**src/rtl/uart_word.sv**
```systemverilog
// UART 8N1 receiver that packs four consecutive bytes, first byte in [7:0], into a 32-bit word.
// A bad stop bit pulses ferr and drops any partial word.
module uart_word #(
  parameter int unsigned CLK_PER_HALF_BIT = 5208
) (
  output logic [31:0] rdata,
  output logic        rdata_ready,
  output logic        ferr,
  input  logic        rxd,
  input  logic        clk,
  input  logic        reset
);

  localparam int unsigned BitCycles = 2 * CLK_PER_HALF_BIT;
  localparam int unsigned CntW      = $clog2(BitCycles);
  localparam logic [CntW-1:0] HalfLast = CntW'(CLK_PER_HALF_BIT - 1);
  localparam logic [CntW-1:0] BitLast  = CntW'(BitCycles - 1);

  typedef enum logic [1:0] {StIdle, StStart, StData, StStop} state_e;

  state_e            state_q, state_d;
  logic              rxd_meta_q, rxs_q;
  logic [CntW-1:0]   baud_q, baud_d;
  logic [2:0]        bit_idx_q, bit_idx_d;
  logic [7:0]        byte_q, byte_d;
  logic [31:0]       word_q, word_d;
  logic [1:0]        cnt_q, cnt_d;
  logic [31:0]       rdata_q, rdata_d;
  logic              rdata_ready_q, rdata_ready_d;
  logic              ferr_q, ferr_d;
  logic              stop_good, stop_bad;

  always_ff @(posedge clk or negedge reset) begin
    if (!reset) begin
      rxd_meta_q    <= 1'b1;
      rxs_q         <= 1'b1;
      state_q       <= StIdle;
      baud_q        <= '0;
      bit_idx_q     <= '0;
      byte_q        <= '0;
      word_q        <= '0;
      cnt_q         <= '0;
      rdata_q       <= '0;
      rdata_ready_q <= 1'b0;
      ferr_q        <= 1'b0;
    end else begin
      rxd_meta_q    <= rxd;
      rxs_q         <= rxd_meta_q;
      state_q       <= state_d;
      baud_q        <= baud_d;
      bit_idx_q     <= bit_idx_d;
      byte_q        <= byte_d;
      word_q        <= word_d;
      cnt_q         <= cnt_d;
      rdata_q       <= rdata_d;
      rdata_ready_q <= rdata_ready_d;
      ferr_q        <= ferr_d;
    end
  end

  // Byte framing: mid-start check, then one sample per bit period at mid-bit.
  always_comb begin
    state_d   = state_q;
    baud_d    = baud_q;
    bit_idx_d = bit_idx_q;
    byte_d    = byte_q;
    stop_good = 1'b0;
    stop_bad  = 1'b0;
    unique case (state_q)
      StIdle: begin
        if (!rxs_q) begin
          state_d = StStart;
          baud_d  = '0;
        end
      end
      StStart: begin
        if (baud_q == HalfLast) begin
          baud_d = '0;
          if (rxs_q) begin
            state_d = StIdle;
          end else begin
            state_d   = StData;
            bit_idx_d = '0;
          end
        end else begin
          baud_d = baud_q + CntW'(1);
        end
      end
      StData: begin
        if (baud_q == BitLast) begin
          baud_d    = '0;
          byte_d    = {rxs_q, byte_q[7:1]};
          bit_idx_d = bit_idx_q + 3'd1;
          if (bit_idx_q == 3'd7) state_d = StStop;
        end else begin
          baud_d = baud_q + CntW'(1);
        end
      end
      StStop: begin
        if (baud_q == BitLast) begin
          baud_d    = '0;
          state_d   = StIdle;
          stop_good = rxs_q;
          stop_bad  = ~rxs_q;
        end else begin
          baud_d = baud_q + CntW'(1);
        end
      end
      default: state_d = StIdle;
    endcase
  end

  // Word assembly and output pulses.
  always_comb begin
    word_d        = word_q;
    cnt_d         = cnt_q;
    rdata_d       = rdata_q;
    rdata_ready_d = 1'b0;
    ferr_d        = 1'b0;
    if (stop_good) begin
      word_d[{cnt_q, 3'b000} +: 8] = byte_q;
      cnt_d = cnt_q + 2'd1;
      if (cnt_q == 2'd3) begin
        rdata_d       = {byte_q, word_q[23:0]};
        rdata_ready_d = 1'b1;
      end
    end else if (stop_bad) begin
      ferr_d = 1'b1;
      cnt_d  = '0;
    end
  end

  assign rdata       = rdata_q;
  assign rdata_ready = rdata_ready_q;
  assign ferr        = ferr_q;

endmodule

```
**config.mk**
```make
export PLATFORM = sky130hd
export DESIGN_NAME = uart_word
export DESIGN_NICKNAME = d
export VERILOG_FILES = /design/src/rtl/uart_word.sv
export SDC_FILE = /design/constraint.sdc
export NUM_CORES = 1
export LEC_CHECK = 0
export ABC_AREA = 1
export CAP_MARGIN = 20
export CORE_MARGIN = 2
export CORE_UTILIZATION = 40
export DETAILED_ROUTE_END_ITERATION = 7
export PLACE_DENSITY = 0.71
export SLEW_MARGIN = 30
export SYNTH_ARGS = -nofsm -noshare
export SYNTH_HDL_FRONTEND = slang
export SYNTH_SLANG_ARGS = --single-unit
```
**constraint.sdc**
```tcl
create_clock -name clk -period 1.65 [get_ports clk]
set_input_delay 0.2475 -clock clk [delete_from_list [all_inputs] [get_ports clk]]
set_output_delay 0.2475 -clock clk [all_outputs]
set_load 0.01 [all_outputs]
```
==> results of run 1 <==
## sequential cells by signal, indices dropped and copies added (netlist names), 2 cells and up, named ones only
register / cells
baud_q: 14
bit_idx_q: 3
byte_q: 8
cnt_q: 2
rdata: 32
word_q: 24
## stage by stage
stage / hold slack, ns / setup slack (ns) / area (µm²)
after global placement: 0.236 / -0.0363 / 4790
after detailed placement: 0.246 / -0.107 / 4790
final: 0.284 / 0.0694 / 5120
after CTS: 0.277 / 0.0105 / 5000
after global routing: 0.277 / -0.0543 / 5120
after floorplan: -0.0481 / 0.0293 / 4110
## cell type report
class	instances	share of cell area
Clock buffer	10	0.0249
Clock inverter	6	0.00953
Inverter	42	0.0320
Multi-Input combinational cell	343	0.332
Sequential cell	89	0.436
Tap cell	133	0.0325
Timing Repair Buffer	73	0.133
## per-layer routing
metal | global-route usage | vias to the layer above | part of all wire
li1 | - | 1670 | -
met1 | 0.240 | 1579 | 0.48
met2 | 0.271 | 75 | 0.46
met3 | 0.0303 | 13 | 0.042
met4 | 0.0629 | 0 | 0.020
met5 | 0 | - | 0
## power by group
part / switching [W] / total [W] / internal (W) / leakage, nW
Sequential: 0.00000104 / 0.00218 / 0.00218 / 1.22
Combinational: 0.0000504 / 0.0000642 / 0.0000138 / 1.14
Clock: 0.000831 / 0.00139 / 0.000564 / 0.0799
Total: 0.000882 / 0.00364 / 0.00276 / 2.45
## worst max path at each step
stage / endpoint / slack, ns
after floorplan: word_q[14] / 0.03
after global placement: word_q[21] / -0.04
after detailed placement: word_q[23] / -0.11
after CTS: bit_idx_q[0] / 0.01
after global routing: baud_q[6] / -0.05
final: baud_q[10] / 0.07
## cells in the mapped netlist, types with 3 or more instances
| cell type | instances | area [µm²] |
|---|---|---|
| inv_1 | 40 | 150 |
| nand4_1 | 8 | 50.1 |
| o21ai_2 | 17 | 149 |
| clkbuf_1 | 3 | 11.3 |
| nand2_1 | 202 | 758 |
| nand2_2 | 3 | 18.8 |
| nor2_1 | 34 | 128 |
| ha_1 | 8 | 100 |
| nand3_1 | 15 | 75.1 |
| o21ai_1 | 10 | 50.1 |
| xor2_1 | 4 | 35.0 |
| buf_6 | 5 | 56.3 |
| buf_2 | 7 | 35.0 |
| dfrtp_1 | 87 | 2180 |
| o21ai_0 | 30 | 150 |
## logic make-up after synthesis
family | synth area share
AOI/OAI and AO/OA | 0.0878
xor gates and xnor gates | 0.0128
adders and majority gates | 0.0244
buffers and inverters | 0.0640
DFF | 0.543
and+or+nand+nor | 0.268
## repair_timing
action                     CTS  global route
pin swaps                    0             6
setup endpoints to repair   39            77
setup buffers                0             4
resized for setup            5            32
hold endpoints to repair    34             0
hold buffers                 1             0
cloned                       0             1
==> impl_metrics.json, run 1 <==
{
  "htreeDepth": 3,
  "place_hpwl_um": 6350,
  "multi_input_area_um2": 1700,
  "die_w_um": 105,
  "min-delay-start": "rxd",
  "hold_path_depth": 1,
  "ys_types": 25,
  "num_io_pins": 37,
  "drtPass1Iterations": 4,
  "seqCellArea_um2": 2230,
  "ant_nets": 0,
  "worst_slew_pin_slew_ns": 0.501,
  "fin_skew_ns": 0.00783,
  "grt_max_degree": 39,
  "first_global_vias": 3291,
  "core_um2": 9860,
  "drv_slew": 0,
  "areaGrowthSynthToFinish_pct": 24.7,
  "r2r_cells": 10,
  "worstReg2RegEnd": "baud_q[10]",
  "gp_congestion": 0.825,
  "cp.required_ns": 1.95,
  "path_delay_family": "simple AND/OR/NAND/NOR gates",
  "synth_area_um2": 4110,
  "nets": 569,
  "period_share": 0.958,
  "crit_type": "flop to flop",
  "overflow": 0,
  "worstPathCellList": "ha_2 -> nand3_4 -> buf_4 -> inv_1 -> nand2_2 -> nor2_2 -> nand2_1 -> o21ai_1 -> nand3_1 -> nand2_1",
  "placed_cells": 674,
  "status": "complete, no violations",
  "antenna_found_initial": 0,
  "path_max_fanout": 4,
  "cts.clk_slew.worst_paths_ns": 0.09,
  "setup_violations": 0,
  "synth_cells": 488,
  "initial_utilization": 0.416,
  "max_stage_delay_ns": 0.37,
  "r2r_slack_ns": 0.07,
  "startpoint": "baud_q[0]",
  "hp-class": "input port to flop",
  "clk_latency_ns": 0.36,
  "power_density_nw_per_um2": 712,
  "clockBufferDepth": 2,
  "layout.cells.most_common_list": "196 x nand2_1, 86 x dfrtp_1, 35 x clkdlybuf4s50_1",
  "timing.rr.start": "baud_q[0]",
  "min_to": "rxd_meta_q",
  "antenna_cells": 0,
  "fp.dieH_um": 105,
  "numCtsBuffers": 9,
  "start_kind": "flop",
  "power.leakage_nw": 2.45,
  "yosysWarnings": 0,
  "layout-drive-gt1-share": 0.183,
  "fmax_ghz": 0.633,
  "placementRows": 36,
  "vias": 3337,
  "seq_area_frac_synth": 0.543,
  "wl_per_cell_um": 13.0,
  "cp_slowest_cell": "dfrtp_1",
  "path_depth": 10,
  "final_common_cell": "nand2_1",
  "drcViolationCount": 0,
  "cts_tree": "built",
  "irDropWorstVdd_v": 0.000489,
  "synthesis.nets": 499,
  "synth_edf_count": 0,
  "cp-end-kind": "flop",
  "layout_min_cycle_time_ns": 1.58,
  "via_per_inst": 4.79,
  "maxCapViolCount": 0,
  "yosys_register_bits": 89,
  "grt_util_all_layers": 0.173,
  "cts.sinks": 89,
  "fillers": 893,
  "syn_avg_cell_area_um2": 8.41,
  "dominantRegCellSynth": "dfrtp_1",
  "drt_iter0_markers": 287,
  "cp.arrival_ns": 1.88,
  "final_core_util": 0.519,
  "routed_wl_um": 9080,
  "clockRootBuffer": "clkbuf_8",
  "worstPathBufferInverterCount": 2,
  "crit_top_cell": "nand2_1",
  "async_flop_share": 1.00,
  "finalSetupTns_ns": 0,
  "slew_headroom": 0.666,
  "power_w": 0.00364,
  "instances_no_fill": 696,
  "port-buffer-count": 36,
  "grt_pass1_wl_um": 15400,
  "die_area_um2": 11100,
  "hold_violations": 0
}
Note: power is estimated with default switching activity, not from simulation.
==> inputs of run 2 (changes only) <==
--- a/config.mk
+++ b/config.mk
@@ -10,6 +10,7 @@
 export CORE_MARGIN = 2
 export CORE_UTILIZATION = 40
 export DETAILED_ROUTE_END_ITERATION = 7
+export GPL_TIMING_DRIVEN = 1
 export PLACE_DENSITY = 0.71
 export SLEW_MARGIN = 30
 export SYNTH_ARGS = -nofsm -noshare
==> results of run 2 <==
Final layout, timing and power as in run 1 (identical DEF).
==> inputs of run 3 (changes only) <==
--- a/config.mk
+++ b/config.mk
@@ -6,10 +6,11 @@
 export NUM_CORES = 1
 export LEC_CHECK = 0
 export ABC_AREA = 1
-export CAP_MARGIN = 20
+export CAP_MARGIN = 5
 export CORE_MARGIN = 2
 export CORE_UTILIZATION = 40
 export DETAILED_ROUTE_END_ITERATION = 7
+export GPL_ROUTABILITY_DRIVEN = 1
 export GPL_TIMING_DRIVEN = 1
 export PLACE_DENSITY = 0.71
 export SLEW_MARGIN = 30
==> results of run 3 <==
Final layout, timing and power as in run 1 (identical DEF).
